### config.mk
export PLATFORM = sky130hd
export DESIGN_NAME = grid_mem_arbiter
export DESIGN_NICKNAME = d
export VERILOG_FILES = /design/src/rtl/grid_mem_arbiter.sv
export SDC_FILE = /design/constraint.sdc
export NUM_CORES = 1
export LEC_CHECK = 0
export ABC_AREA = 1
export BUFFER_PORTS_ARGS = -buffer_cell sky130_fd_sc_hd__buf_2
export CAP_MARGIN = 0
export CORE_MARGIN = 2
export CORE_UTILIZATION = 35
export DETAILED_ROUTE_END_ITERATION = 7
export SLEW_MARGIN = 10
export SYNTH_ARGS = -nofsm -noshare
export SYNTH_HDL_FRONTEND = slang
export SYNTH_SLANG_ARGS = --single-unit
### constraint.sdc
create_clock -name clk -period 1.8 [get_ports clk]
set_input_delay 0.18 -clock clk [delete_from_list [all_inputs] [get_ports clk]]
set_output_delay 0.18 -clock clk [all_outputs]
set_load 0.01 [all_outputs]
### src/rtl/grid_mem_arbiter.sv
// Arbitrates one synchronous-read grid memory between the game controller (read/write,
// high priority) and the display renderer (read-only, low priority, anti-starvation).
module grid_mem_arbiter #(
    parameter int ADDR_WIDTH   = 8,
    parameter int DATA_WIDTH   = 2,
    parameter int STARVE_LIMIT = 4
) (
    input  logic                  clk,
    input  logic                  rst,
    input  logic                  game_req,
    input  logic                  game_w_nr,
    input  logic [ADDR_WIDTH-1:0] game_addr,
    input  logic [DATA_WIDTH-1:0] game_wdata,
    output logic                  game_ack,
    output logic [DATA_WIDTH-1:0] game_rdata,
    input  logic                  disp_req,
    input  logic [ADDR_WIDTH-1:0] disp_addr,
    output logic                  disp_ack,
    output logic [DATA_WIDTH-1:0] disp_rdata,
    output logic [ADDR_WIDTH-1:0] mem_addr,
    output logic                  mem_w_nr,
    output logic [DATA_WIDTH-1:0] mem_data_out,
    input  logic [DATA_WIDTH-1:0] mem_data_in,
    output logic                  busy
);

    if (STARVE_LIMIT < 1 || STARVE_LIMIT > 15) begin : g_bad_limit
        $error("grid_mem_arbiter: STARVE_LIMIT must be in 1..15");
    end

    localparam logic [3:0] LP_LIMIT = 4'(STARVE_LIMIT);

    typedef enum logic [2:0] {
        IDLE,
        GAME_WR,
        RD_ISSUE,
        RD_DATA,
        ACK
    } state_t;

    state_t                r_state;
    logic                  r_win_disp;
    logic [3:0]            r_starve_cnt;
    logic                  r_game_ack;
    logic                  r_disp_ack;
    logic [DATA_WIDTH-1:0] r_game_rdata;
    logic [DATA_WIDTH-1:0] r_disp_rdata;
    logic [ADDR_WIDTH-1:0] r_mem_addr;
    logic                  r_mem_w_nr;
    logic [DATA_WIDTH-1:0] r_mem_data_out;

    logic w_game_rq;
    logic w_disp_rq;
    logic w_disp_wins;
    logic w_game_wins;
    logic w_disp_active;

    // A requester whose ack is high this cycle is finishing, not asking again.
    assign w_game_rq     = game_req & ~r_game_ack;
    assign w_disp_rq     = disp_req & ~r_disp_ack;
    assign w_disp_wins   = w_disp_rq & (~w_game_rq | (r_starve_cnt == LP_LIMIT));
    assign w_game_wins   = w_game_rq & ~w_disp_wins;
    assign w_disp_active = (r_state != IDLE) & r_win_disp;

    always_ff @(posedge clk or posedge rst) begin
        if (rst) begin
            r_state        <= IDLE;
            r_win_disp     <= 1'b0;
            r_game_ack     <= 1'b0;
            r_disp_ack     <= 1'b0;
            r_game_rdata   <= '0;
            r_disp_rdata   <= '0;
            r_mem_addr     <= '0;
            r_mem_w_nr     <= 1'b0;
            r_mem_data_out <= '0;
        end else begin
            // NOTE: acks default low every cycle so each one is a single-cycle pulse.
            r_game_ack <= 1'b0;
            r_disp_ack <= 1'b0;
            case (r_state)
                IDLE: begin
                    if (w_disp_wins) begin
                        r_mem_addr <= disp_addr;
                        r_mem_w_nr <= 1'b0;
                        r_win_disp <= 1'b1;
                        r_state    <= RD_ISSUE;
                    end else if (w_game_wins) begin
                        r_mem_addr <= game_addr;
                        r_win_disp <= 1'b0;
                        if (game_w_nr) begin
                            r_mem_data_out <= game_wdata;
                            r_mem_w_nr     <= 1'b1;
                            r_game_ack     <= 1'b1;
                            r_state        <= GAME_WR;
                        end else begin
                            r_mem_w_nr <= 1'b0;
                            r_state    <= RD_ISSUE;
                        end
                    end
                end
                GAME_WR: begin
                    r_mem_w_nr <= 1'b0;
                    r_state    <= IDLE;
                end
                RD_ISSUE: r_state <= RD_DATA;
                RD_DATA: begin
                    if (r_win_disp) begin
                        r_disp_rdata <= mem_data_in;
                        r_disp_ack   <= 1'b1;
                    end else begin
                        r_game_rdata <= mem_data_in;
                        r_game_ack   <= 1'b1;
                    end
                    r_state <= ACK;
                end
                ACK:     r_state <= IDLE;
                default: r_state <= IDLE;
            endcase
        end
    end

    // Counts cycles the display waits while someone else holds the memory.
    always_ff @(posedge clk or posedge rst) begin
        if (rst) begin
            r_starve_cnt <= '0;
        end else if (!disp_req || (r_state == IDLE && w_disp_wins)) begin
            r_starve_cnt <= '0;
        end else if (!w_disp_active && r_starve_cnt != LP_LIMIT) begin
            r_starve_cnt <= r_starve_cnt + 4'd1;
        end
    end

    assign game_ack     = r_game_ack;
    assign game_rdata   = r_game_rdata;
    assign disp_ack     = r_disp_ack;
    assign disp_rdata   = r_disp_rdata;
    assign mem_addr     = r_mem_addr;
    assign mem_w_nr     = r_mem_w_nr;
    assign mem_data_out = r_mem_data_out;
    assign busy         = (r_state != IDLE);

    a_game_stable: assert property (@(posedge clk) disable iff (rst)
        (game_req && !game_ack) |=> (!game_req || $stable({game_w_nr, game_addr, game_wdata})));
    a_disp_stable: assert property (@(posedge clk) disable iff (rst)
        (disp_req && !disp_ack) |=> (!disp_req || $stable(disp_addr)));

endmodule

# After elaboration in Yosys (flattened, before gate mapping)
# Index checks and enable logic that the tools add are counted.
[totals]
output_inout_bits = 18
input_bits = 25
word_cells = 63
reg_bits = 25
[classes]
n_reduce_logical = 15
n_bitwise = 11
eq_ne = 6
mux = 20
addsub = 1
[op_table]
columns = ["operator", "n"]
rows = [
  ["$mux 8", 2],
  ["$mux 1", 10],
  ["$pmux 3 s3", 1],
  ["$mux 4", 2],
  ["$reduce_and 2->1", 4],
  ["$eq 3x2->1 const B", 2],
  ["$mux 3", 2],
  ["$reduce_bool 2->1", 3],
  ["$and 1x1->1", 5],
  ["$not 1->1", 5],
  ["$add 4x1->4 const B", 1],
  ["$eq 4x3->1 const B", 1],
  ["$ne 4x3->1 const B", 1],
  ["$pmux 1 s2", 2],
  ["$reduce_and 4->1", 1],
  ["$eq 3x1->1 const B", 1],
  ["$logic_not 3->1", 1],
  ["$ne 3x3->1 const B", 1],
  ["$reduce_bool 3->1", 1],
  ["$logic_and 1x1->1", 2],
  ["$logic_not 1->1", 2],
  ["$mux 2", 1],
  ["$logic_or 1x1->1", 1],
  ["$or 1x1->1", 1],
]

# Depth between registers and ports, before layout
# Gate-level depths: netlist of the first run.
[depth]
ltp_word = 10
depth_mapped = 9

# Worst setup path after synthesis of the first run
# Ideal clock, no wire load.
[synth_timing]
path_kind = "reg-to-reg"
startpoint = "reg r_starve_cnt[0]"
endpoint = "reg r_state[1]"
path_stages_with_launch = 10
slack_ns = 0.436
n_path_buf = 1
arrival_ns = 1.245
required_time_ns = 1.680
cell_sequence = "dfrtp_1 > inv_1 > ha_1 > nand3_2 > nand2_2 > nand2_4 > buf_6 > nand2_1 > o21ai_0 > inv_1"
[synth_between]
elab_chain_cells = 6
elab_cells_between_ends = 8
classes_between = "eq/ne (2); mux (2); bitwise (4)"
[synth_lines]
columns = ["element", "line_no", "source"]
rows = [
  ["from (decl)", "43", "logic [3:0] r_starve_cnt;"],
  ["from (signal assigned)", "129", "r_starve_cnt <= r_starve_cnt + 4'd1;"],
  ["$eq 4x3->1 *", "61", "assign w_disp_wins = w_disp_rq & (~w_game_rq | (r_starve_cnt == LP_LIMIT));"],
  ["$or 1x1->1 *", "61", ""],
  ["$and 1x1->1 *", "61", ""],
  ["$not 1->1 (no source line)", "--", ""],
  ["$and 1x1->1", "62", "assign w_game_wins = w_game_rq & ~w_disp_wins;"],
  ["$ne 3x3->1 (no source line)", "--", ""],
  ["to (signal assigned)", "67", "r_state <= IDLE;"],
  ["to (signal assigned)", "86", "r_state <= RD_ISSUE;"],
  ["to (signal assigned)", "94", "r_state <= GAME_WR;"],
  ["to (decl)", "41", "state_t r_state;"],
]
# Mark *: on every way between the ends. The rest lies on a longest branch, timed or not.
# A chain may end at the register's enable or synchronous reset.

# Worst setup path after layout of the first run
[layout_timing]
startpoint = "reg r_starve_cnt[0]"
endpoint = "reg r_mem_data_out[0], in the netlist mem_data_out[0]"
[layout_between]
elab_chain_cells = 6
[layout_lines]
columns = ["element", "line_no", "source"]
rows = [
  ["$eq 4x3->1 *", "61", ""],
  ["$or 1x1->1 *", "61", ""],
  ["$and 1x1->1 *", "61", ""],
  ["$not 1->1 (no source line) *", "--", ""],
  ["$and 1x1->1", "62", ""],
  ["$reduce_and 4->1 (no source line) *", "--", ""],
  ["to (signal assigned)", "91", "r_mem_data_out <= game_wdata;"],
  ["to (decl)", "50", "logic [DATA_WIDTH-1:0] r_mem_data_out;"],
]
# Marked as above.

==> flow_summary.toml, run 1 <==
[pwr]
p_leak_nw = 0.897
p_per_area_nw_per_um2 = 1450
p_total_mw = 2.26
ir_worst_vdd_uv = 765

[outcome]
outcome = "completed"

[setup_path]
reg2reg_from = "r_starve_cnt[0]$_DFFE_PP0P_"
reg2regPathDepth = 8
startpoint_type = "flop"
path_delay_family = "simple AND/OR/NAND/NOR gates"
cp_cell_sequence = "inv_1, ha_1, nand3_2, nand2_2, nand2_4, nand3_1, nand2_1, o21ai_0"
max_stage_delay_ns = 0.45
critical_path.startpoint = "r_starve_cnt[0]$_DFFE_PP0P_"
endpoint = "mem_data_out[0]$_DFFE_PP0P_"
cp_slowest_cell = "dfrtp_1"
path_class = "flop to flop"
r2r_slack_ns = 0.28
endpoint_kind = "flop"
cp.required_ns = 2.02
crit_buf_inv = 1
cp.depth = 8
cp.arrival_ns = 1.74
crit_fanout = 18
reg2reg_to = "mem_data_out[0]$_DFFE_PP0P_"

[layout]
area_growth_pct = 23.4
drive_above_1_share_pct = 28.6
antenna_cells = 0
finalNetCount = 231
final_area_sq_um = 1570

[route]
via_count = 1104
post_drt_wl_per_cell_microns = 10.2
first_iter_violations = 38
first_pass_iters = 4
postRouteAntennaNets = 0
drc = 0
via_per_inst = 4.43
wl_microns = 2540

[clock_tree]
cts_max_path_buffers = 2
htreeDepth = 1
cts_tree = "yes"
clkLatencyLatePin_ns = 0.32
clock-sinks = 25
cts_setup_buffers = 0
cts_buffers = 3
clk_pin_slew_ns = 0.14
cts-root-buf = "clkbuf_4"

[sta]
rsz0062_at_grt = "no"
tightest_slew_ns = 0.337
fin_crit_sh_pct = 84.4
hold_viol = 0
finalCriticalPeriod_ns = 1.52
fmax_mhz = 658
drv_slew = 0
skew_ns = 0.00325
fin_ws_ns = 0.281
fin_tns_setup_ns = 0
slew_headroom_pct = 77.5
setup_violations = 0

[floorplan]
fp.dieW_microns = 64.2
fp.coreArea_sq_um = 3420
fp-row-count = 21
start_util_pct = 37.1
die_h_microns = 64.2
num_io_pins = 43
die_area_sq_um = 4120

[global_route]
grt_usage_pct = 13.6
grt_pass1_vias = 1046
grt_max_degree = 26
overflow = 0
antenna_found_initial = 0
grt_pass1_wl_microns = 4460

[place]
place.gp.congestion = 0.833
placed_cell_area_sq_um = 1530
dpl_worst_slack_ns = 0.280
dp_hpwl_microns = 1950
numPortBuffers = 42

[logic_synthesis]
synthCells = 157
avgSynthCellArea_sq_um = 8.08
synth_cell_type_count = 21
synth_area_sq_um = 1270
syn_nets = 184
yosys_warnings = 0
synth-seq-cells = 25
synth_seq_area_share_pct = 49.3

[worst_hold_path]
hold_depth = 3
min-delay-path-class = "input port to flop"

[flow_run]
maxCapViolCount = 0
[layout make-up]
type | count | area, sq um
inverter | 30 | 113
fill | 370 | 1850
clock inverter | 1 | 7.51
tap | 46 | 57.6
multi-input combinational | 100 | 512
sequential | 25 | 626
clock buffer | 3 | 22.5
timing repair buffer | 44 | 228
[placed cells by master (no fill, tap or decap), types with 2 or more instances in the layout]
cell	netlist	final
o21ai_0	18	18
nand2_1	35	35
nand4_1	5	5
clkbuf_4	0	3
inv_1	28	28
nand2_2	3	3
buf_2	0	42
dfrtp_1	25	25
a21oi_1	3	3
o21ai_1	9	9
nand3_1	5	5
ha_1	2	2
nor2_1	12	12
inv_2	2	2
xor2_1	2	2
[worst min path at each step]
stage,endpoint,slack [ns],startpoint
after floorplan,disp_ack$_DFF_PP0_,0.21,rst
after global placement,mem_addr[2]$_DFFE_PP0P_,0.24,rst
after detailed placement,mem_addr[2]$_DFFE_PP0P_,0.25,rst
after CTS,mem_data_out[1]$_DFFE_PP0P_,0.07,game_wdata[1]
after global routing,mem_data_out[1]$_DFFE_PP0P_,0.07,game_wdata[1]
final,mem_data_out[1]$_DFFE_PP0P_,0.08,game_wdata[1]
[kinds of logic after synthesis]
logic type               after synthesis  synth area share, %
XOR/XNOR                               2                 1.38
AO/OA/AOI/OAI                         31                 12.5
adder cells (fa/ha/maj)                2                 1.97
buffers and inverters                 32                 10.4
flip-flops                            25                 49.3
AND/OR/NAND/NOR                       65                 24.5
[where the power goes]
part | internal [mW] | total, mW | switching, mW
Sequential | 0.801 | 0.951 | 0.151
Clock | 0.0849 | 0.260 | 0.175
Combinational | 0.404 | 1.05 | 0.646
[metrics by stage]
stage / utilization, % / hold slack, ns / std cells
CTS: 45.8 / 0.0676 / 249
detailed placement: 44.7 / 0.246 / 244
global route: 45.8 / 0.0730 / 249
global placement: 44.7 / 0.244 / 244
finish: 45.8 / 0.0793 / 249
floorplan: - / 0.207 / 157
[what timing repair did]
| item | 4_1_cts | 5_1_grt |
|---|---|---|
| endpoints found under the hold margin | 25 | 0 |
| hold buffers | 1 | 0 |
| gates resized for setup | 0 | 0 |
[registers in the layout (all words and copies together), names as in the netlist]
register / count
disp_rdata: 2
r_starve_cnt: 4
game_rdata: 2
mem_addr: 8
r_win_disp: 1
r_state: 3
disp_ack: 1
game_ack: 1
mem_w_nr: 1
mem_data_out: 2
[per-layer routing]
| metal | vias up | track usage, % | wire (microns) | part of all wire (%) |
|---|---|---|---|---|
| li1 | 586 | - | - | - |
| met5 | - | 0 | 0 | 0 |
| met1 | 490 | 16.6 | 1140 | 45 |
| met4 | 0 | 3.19 | 21 | 0.83 |
| met2 | 26 | 23.6 | 1240 | 49 |
| met3 | 2 | 4.05 | 144 | 5.7 |
[synthesized netlist by cell type]
library cell | number | area [sq um]
a21oi_1 | 3 | 15.0
buf_4 | 1 | 7.51
buf_6 | 1 | 11.3
dfrtp_1 | 25 | 626
ha_1 | 2 | 25.0
inv_1 | 28 | 105
inv_2 | 2 | 7.51
nand2_1 | 35 | 131
nand2_2 | 3 | 18.8
nand2_4 | 1 | 11.3
nand3_1 | 5 | 25.0
nand3_2 | 1 | 10.0
nand4_1 | 5 | 31.3
nor2_1 | 12 | 45.0
nor2_2 | 1 | 6.26
nor2_4 | 1 | 11.3
nor2_8 | 1 | 20.0
o21ai_0 | 18 | 90.1
o21ai_1 | 9 | 45.0
o21ai_2 | 1 | 8.76
xor2_1 | 2 | 17.5
[worst register-to-register path, stage by stage (launching register included)]
cell and delay (ns):
dfrtp_1 0.45, inv_1 0.06, ha_1 0.21, nand3_2 0.09, nand2_2 0.07, nand2_4 0.16
nand3_1 0.21, nand2_1 0.09, o21ai_0 0.07
Note: power is estimated with default switching activity, not from simulation.
==> run 2: changes to the inputs <==
Clock period 1.8 ns to 1.6 ns, I/O delays scaled along.
==> flow_summary.toml, run 2 (synthesis results as in run 1) <==
[place]
dpl.cell_count = 246
dp_hpwl_microns = 1940
numPortBuffers = 42
placed_cell_area_sq_um = 1540
place.gp.congestion = 0.839

[route]
first_pass_iters = 4
post_drt_wl_per_cell_microns = 10.1
via_per_inst = 4.47
wl_microns = 2520
drc = 0
via_count = 1122
first_iter_violations = 29
postRouteAntennaNets = 0

[layout]
antenna_cells = 0
area_growth_pct = 24.6
final_cells = 251
largest_reg_flops = 8
final_common_cell = "buf_2"
drive_above_1_share_pct = 29.3
finalNetCount = 233
final_cell_mix = "buf_2, nand2_1, inv_1"
final_area_sq_um = 1580

[sta]
slew_headroom_pct = 79.2
fin_tns_setup_ns = 0
fin_crit_sh_pct = 90.5
fmax_mhz = 691
tightest_slew_ns = 0.312
hold_viol = 0
drv_slew = 0
skew_ns = 0.00283
rsz0062_at_grt = "no"
finalCriticalPeriod_ns = 1.45
setup_violations = 0
finalHoldWorstSlack_ns = 0.0522

[clock_tree]
cts_max_path_buffers = 2
htreeDepth = 1
clkLatencyLatePin_ns = 0.32
cts_setup_buffers = 0
clk_pin_slew_ns = 0.14
cts_buffers = 3
cts_tree = "yes"
cts-root-buf = "clkbuf_4"
clock-sinks = 25

[floorplan]
start_util_pct = 37.1
fp.coreArea_sq_um = 3420
fp-row-count = 21
die_h_microns = 64.2
die_area_sq_um = 4120
fp.dieW_microns = 64.2
num_io_pins = 43

[setup_path]
path_class = "flop to flop"
cp.required_ns = 1.82
cp.arrival_ns = 1.67
startpoint_type = "flop"
crit_fanout = 11
endpoint_kind = "flop"

[global_route]
grt_usage_pct = 13.0
grt_max_degree = 26
antenna_found_initial = 0
grt_pass1_wl_microns = 4210
grt_pass1_vias = 982
overflow = 0

[flow_run]
maxCapViolCount = 0

[pwr]
p_int_mw = 1.48
swShare_pct = 42.3
ir_worst_vdd_uv = 897
p_sw_mw = 1.09
p_leak_nw = 0.906
p_seq_share_pct = 41.6
power_frac_clock_pct = 11.2
combinationalPowerShare_pct = 47.1
p_per_area_nw_per_um2 = 1620

[worst_hold_path]
min-delay-path-class = "input port to flop"

[outcome]
outcome = "completed"
run 2: final cells by class:
| type | instances | area (sq um) |
|---|---|---|
| clock buffers | 3 | 22.5 |
| well taps | 46 | 57.6 |
| fillers | 368 | 1840 |
| flip-flops and latches | 25 | 626 |
| repair buffers | 46 | 243 |
| inverters | 30 | 113 |
| clock inverters | 1 | 7.51 |
| multi-input cells | 100 | 512 |
run 2: power by group through the flow:
| stage | Sequential, mW | Clock (mW) | Combinational, mW |
|---|---|---|---|
| final | 1.07 | 0.289 | 1.21 |
| after floorplan | 1.16 | 0 | 0.740 |
| after global placement | 1.09 | 0 | 1.22 |
| after global routing | 1.12 | 0.341 | 1.38 |
| after detailed placement | 1.08 | 0 | 1.23 |
| after CTS | 1.07 | 0.306 | 1.23 |
run 2: through the flow:
stage	total power, mW	worst slack (ns)	util [%]
2_1_floorplan	1.90	0.236	-
3_3_place_gp	2.31	0.200	45.1
3_5_place_dp	2.31	0.143	45.1
4_1_cts	2.61	0.144	46.3
5_1_grt	2.83	0.0284	46.3
6_report	2.57	0.152	46.3
run 2: worst paths after layout:
path	startpoint	end	slack [ns]	cells past startpoint
min in group asynchronous	rst	mem_addr[7]$_DFFE_PP0P_	0.40	4
setup reg to reg	r_starve_cnt[0]$_DFFE_PP0P_	mem_data_out[0]$_DFFE_PP0P_	0.15	8
setup / recovery	r_starve_cnt[0]$_DFFE_PP0P_	mem_data_out[0]$_DFFE_PP0P_	0.15	8
hold / removal	game_wdata[1]	mem_data_out[1]$_DFFE_PP0P_	0.05	3
max in group asynchronous	rst	mem_addr[4]$_DFFE_PP0P_	0.96	4
hold reg to reg	disp_rdata[0]$_DFFE_PP0P_	disp_rdata[0]$_DFFE_PP0P_	0.50	2
run 2: critical path: stages, from the launching register on:
cell and delay (ns):
dfrtp_1 0.44, inv_1 0.06, ha_1 0.21, nand3_2 0.09, nand2_2 0.07, nand2_4 0.12, nand3_1 0.19, nand2_1 0.09
o21ai_0 0.07
run 2: routing by layer:
metal  global-route usage [%]  vias to the layer above  wire [microns]
li1                         -                      593               -
met1                     15.7                      501            1090
met2                     22.0                       26            1250
met3                     4.23                        2             155
met4                     3.99                        0              21
met5                        0                        -               0
run 2: what timing repair did:
item,CTS,global route
endpoints found under the hold margin,25,0
hold buffers,1,0
gates resized for setup,0,0
==> run 3: changes to the inputs <==
Settings changed: BUFFER_PORTS_ARGS -buffer_cell sky130_fd_sc_hd__buf_2 to -buffer_cell sky130_fd_sc_hd__buf_4.
==> flow_summary.toml, run 3 (synthesis results as in run 1) <==
[sta]
finalCriticalPeriod_ns = 1.53
rsz0062_at_grt = "no"
setup_violations = 0
hold_viol = 0
drv_slew = 0
slew_headroom_pct = 79.0
fin_tns_setup_ns = 0
fmax_mhz = 652
tightest_slew_ns = 0.316
fin_crit_sh_pct = 95.9
fin_ws_ns = 0.0652
skew_ns = 0.00328

[clock_tree]
htreeDepth = 1
cts_tree = "yes"
clk_pin_slew_ns = 0.13
clock-sinks = 25
cts_max_path_buffers = 2
clkLatencyLatePin_ns = 0.32
cts-root-buf = "clkbuf_4"
cts_buffers = 3
cts_setup_buffers = 0

[pwr]
p_seq_share_pct = 39.9
swShare_pct = 41.0
p_total_mw = 2.73
p_int_mw = 1.61
ir_worst_vdd_uv = 774
p_sw_mw = 1.12
p_per_area_nw_per_um2 = 1620
power_frac_clock_pct = 10.3
combinationalPowerShare_pct = 49.9
p_leak_nw = 0.937

[floorplan]
num_io_pins = 43
die_area_sq_um = 4120
fp-row-count = 21
fp.coreArea_sq_um = 3420
start_util_pct = 37.1
fp.dieW_microns = 64.2
die_h_microns = 64.2

[setup_path]
cp_cell_sequence = "inv_1, nand2_2, buf_4, buf_4"
startpoint_type = "flop"
cp.required_ns = 1.44
crit_buf_inv = 3
cp_common_cell = "buf_4"
crit_fanout = 10
cp.arrival_ns = 1.37
endpoint_kind = "output pin"
cp_slowest_cell = "dfrtp_1"
path_class = "flop to output pin"
max_stage_delay_ns = 0.44
path_delay_family = "buffers and inverters"

[layout]
final_cell_mix = "buf_4, nand2_1, inv_1"
largest_reg_flops = 8
drive_above_1_share_pct = 29.3
final_cells = 251
antenna_cells = 0
finalNetCount = 233
area_growth_pct = 32.6
final_common_cell = "buf_4"

[route]
wl_microns = 2790
first_iter_violations = 47
postRouteAntennaNets = 0
wl_met1_microns = 1130
dr_wl_met2_microns = 1470
via_count = 1161
post_drt_wl_per_cell_microns = 11.1
highest_layer = "met4"
first_pass_iters = 4
wl_met3_microns = 116
drc = 0
via_per_inst = 4.63

[place]
place.gp.congestion = 0.794
dpl_worst_slack_ns = 0.162
dp_hpwl_microns = 2220
dpl.cell_count = 246
numPortBuffers = 42

[worst_hold_path]
min-delay-path-class = "input port to flop"

[flow_run]
maxCapViolCount = 0

[global_route]
grt_max_degree = 26
overflow = 0
grt_pass1_wl_microns = 4830
grt_pass1_vias = 1196
grt_usage_pct = 14.9
antenna_found_initial = 0

[outcome]
outcome = "completed"
[run 3: changes by cell type in the layout (fill, tap and decap cells not counted)]
cell	change
clkbuf_1	+1
clkinvlp_4	-1
buf_4	+42
buf_2	-42
dfrtp_1	-1
dfrtp_2	+1
[run 3: through the flow]
stage               hold WS (ns)  cell area (sq um)  util, %
floorplan                  0.187               1270        -
global placement           0.235               1650     48.2
detailed placement         0.236               1650     48.2
CTS                       0.0842               1680     49.2
global route              0.0855               1680     49.3
finish                    0.0897               1680     49.3
[run 3: worst register-to-register path: cells and delay by family, from the launching register on]
family,cells,cell delay (ns)
simple gates,5,0.36
fa+ha+maj,1,0.17
flops,1,0.46
compound gates,1,0.12
buf+inv,2,0.25
[run 3: path summary, 6_finish.rpt]
check / from / end / slack [ns] / cells after the start
min: game_wdata[1] / mem_data_out[1]$_DFFE_PP0P_ / 0.09 / 3
max reg2reg: r_starve_cnt[0]$_DFFE_PP0P_ / mem_addr[7]$_DFFE_PP0P_ / 0.18 / 9
max: r_state[1]$_DFFE_PP0P_ / busy / 0.07 / 4
min in group asynchronous: rst / mem_addr[2]$_DFFE_PP0P_ / 0.42 / 4
max in group asynchronous: rst / r_starve_cnt[0]$_DFFE_PP0P_ / 0.92 / 4
min reg2reg: disp_rdata[0]$_DFFE_PP0P_ / disp_rdata[0]$_DFFE_PP0P_ / 0.51 / 2
[run 3: timing repair]
item,4_1_cts,5_1_grt
endpoints found under the setup margin,0,1
hold endpoints to repair,25,0
hold buffers,1,0
gates resized for setup,0,1
[run 3: final cells by class]
type | count | area [sq um]
flip-flops and latches | 25 | 627
multi-input cells | 100 | 512
fillers | 334 | 1730
inverters | 30 | 113
clock buffers | 4 | 26.3
repair buffers | 46 | 348
well taps | 46 | 57.6
[run 3: layer usage]
layer  track usage, %  up-vias
li1                 -      587
met1             15.9      543
met2             28.1       24
met3             2.64        7
met4             6.65        0
met5                0        -
[run 3: power groups by stage]
stage	clock [mW]	sequential, mW	combinational [mW]
after CTS	0.293	1.09	1.38
after global placement	0	1.09	1.35
after global routing	0.323	1.13	1.53
after floorplan	0	1.16	0.740
final	0.280	1.09	1.36
after detailed placement	0	1.10	1.38
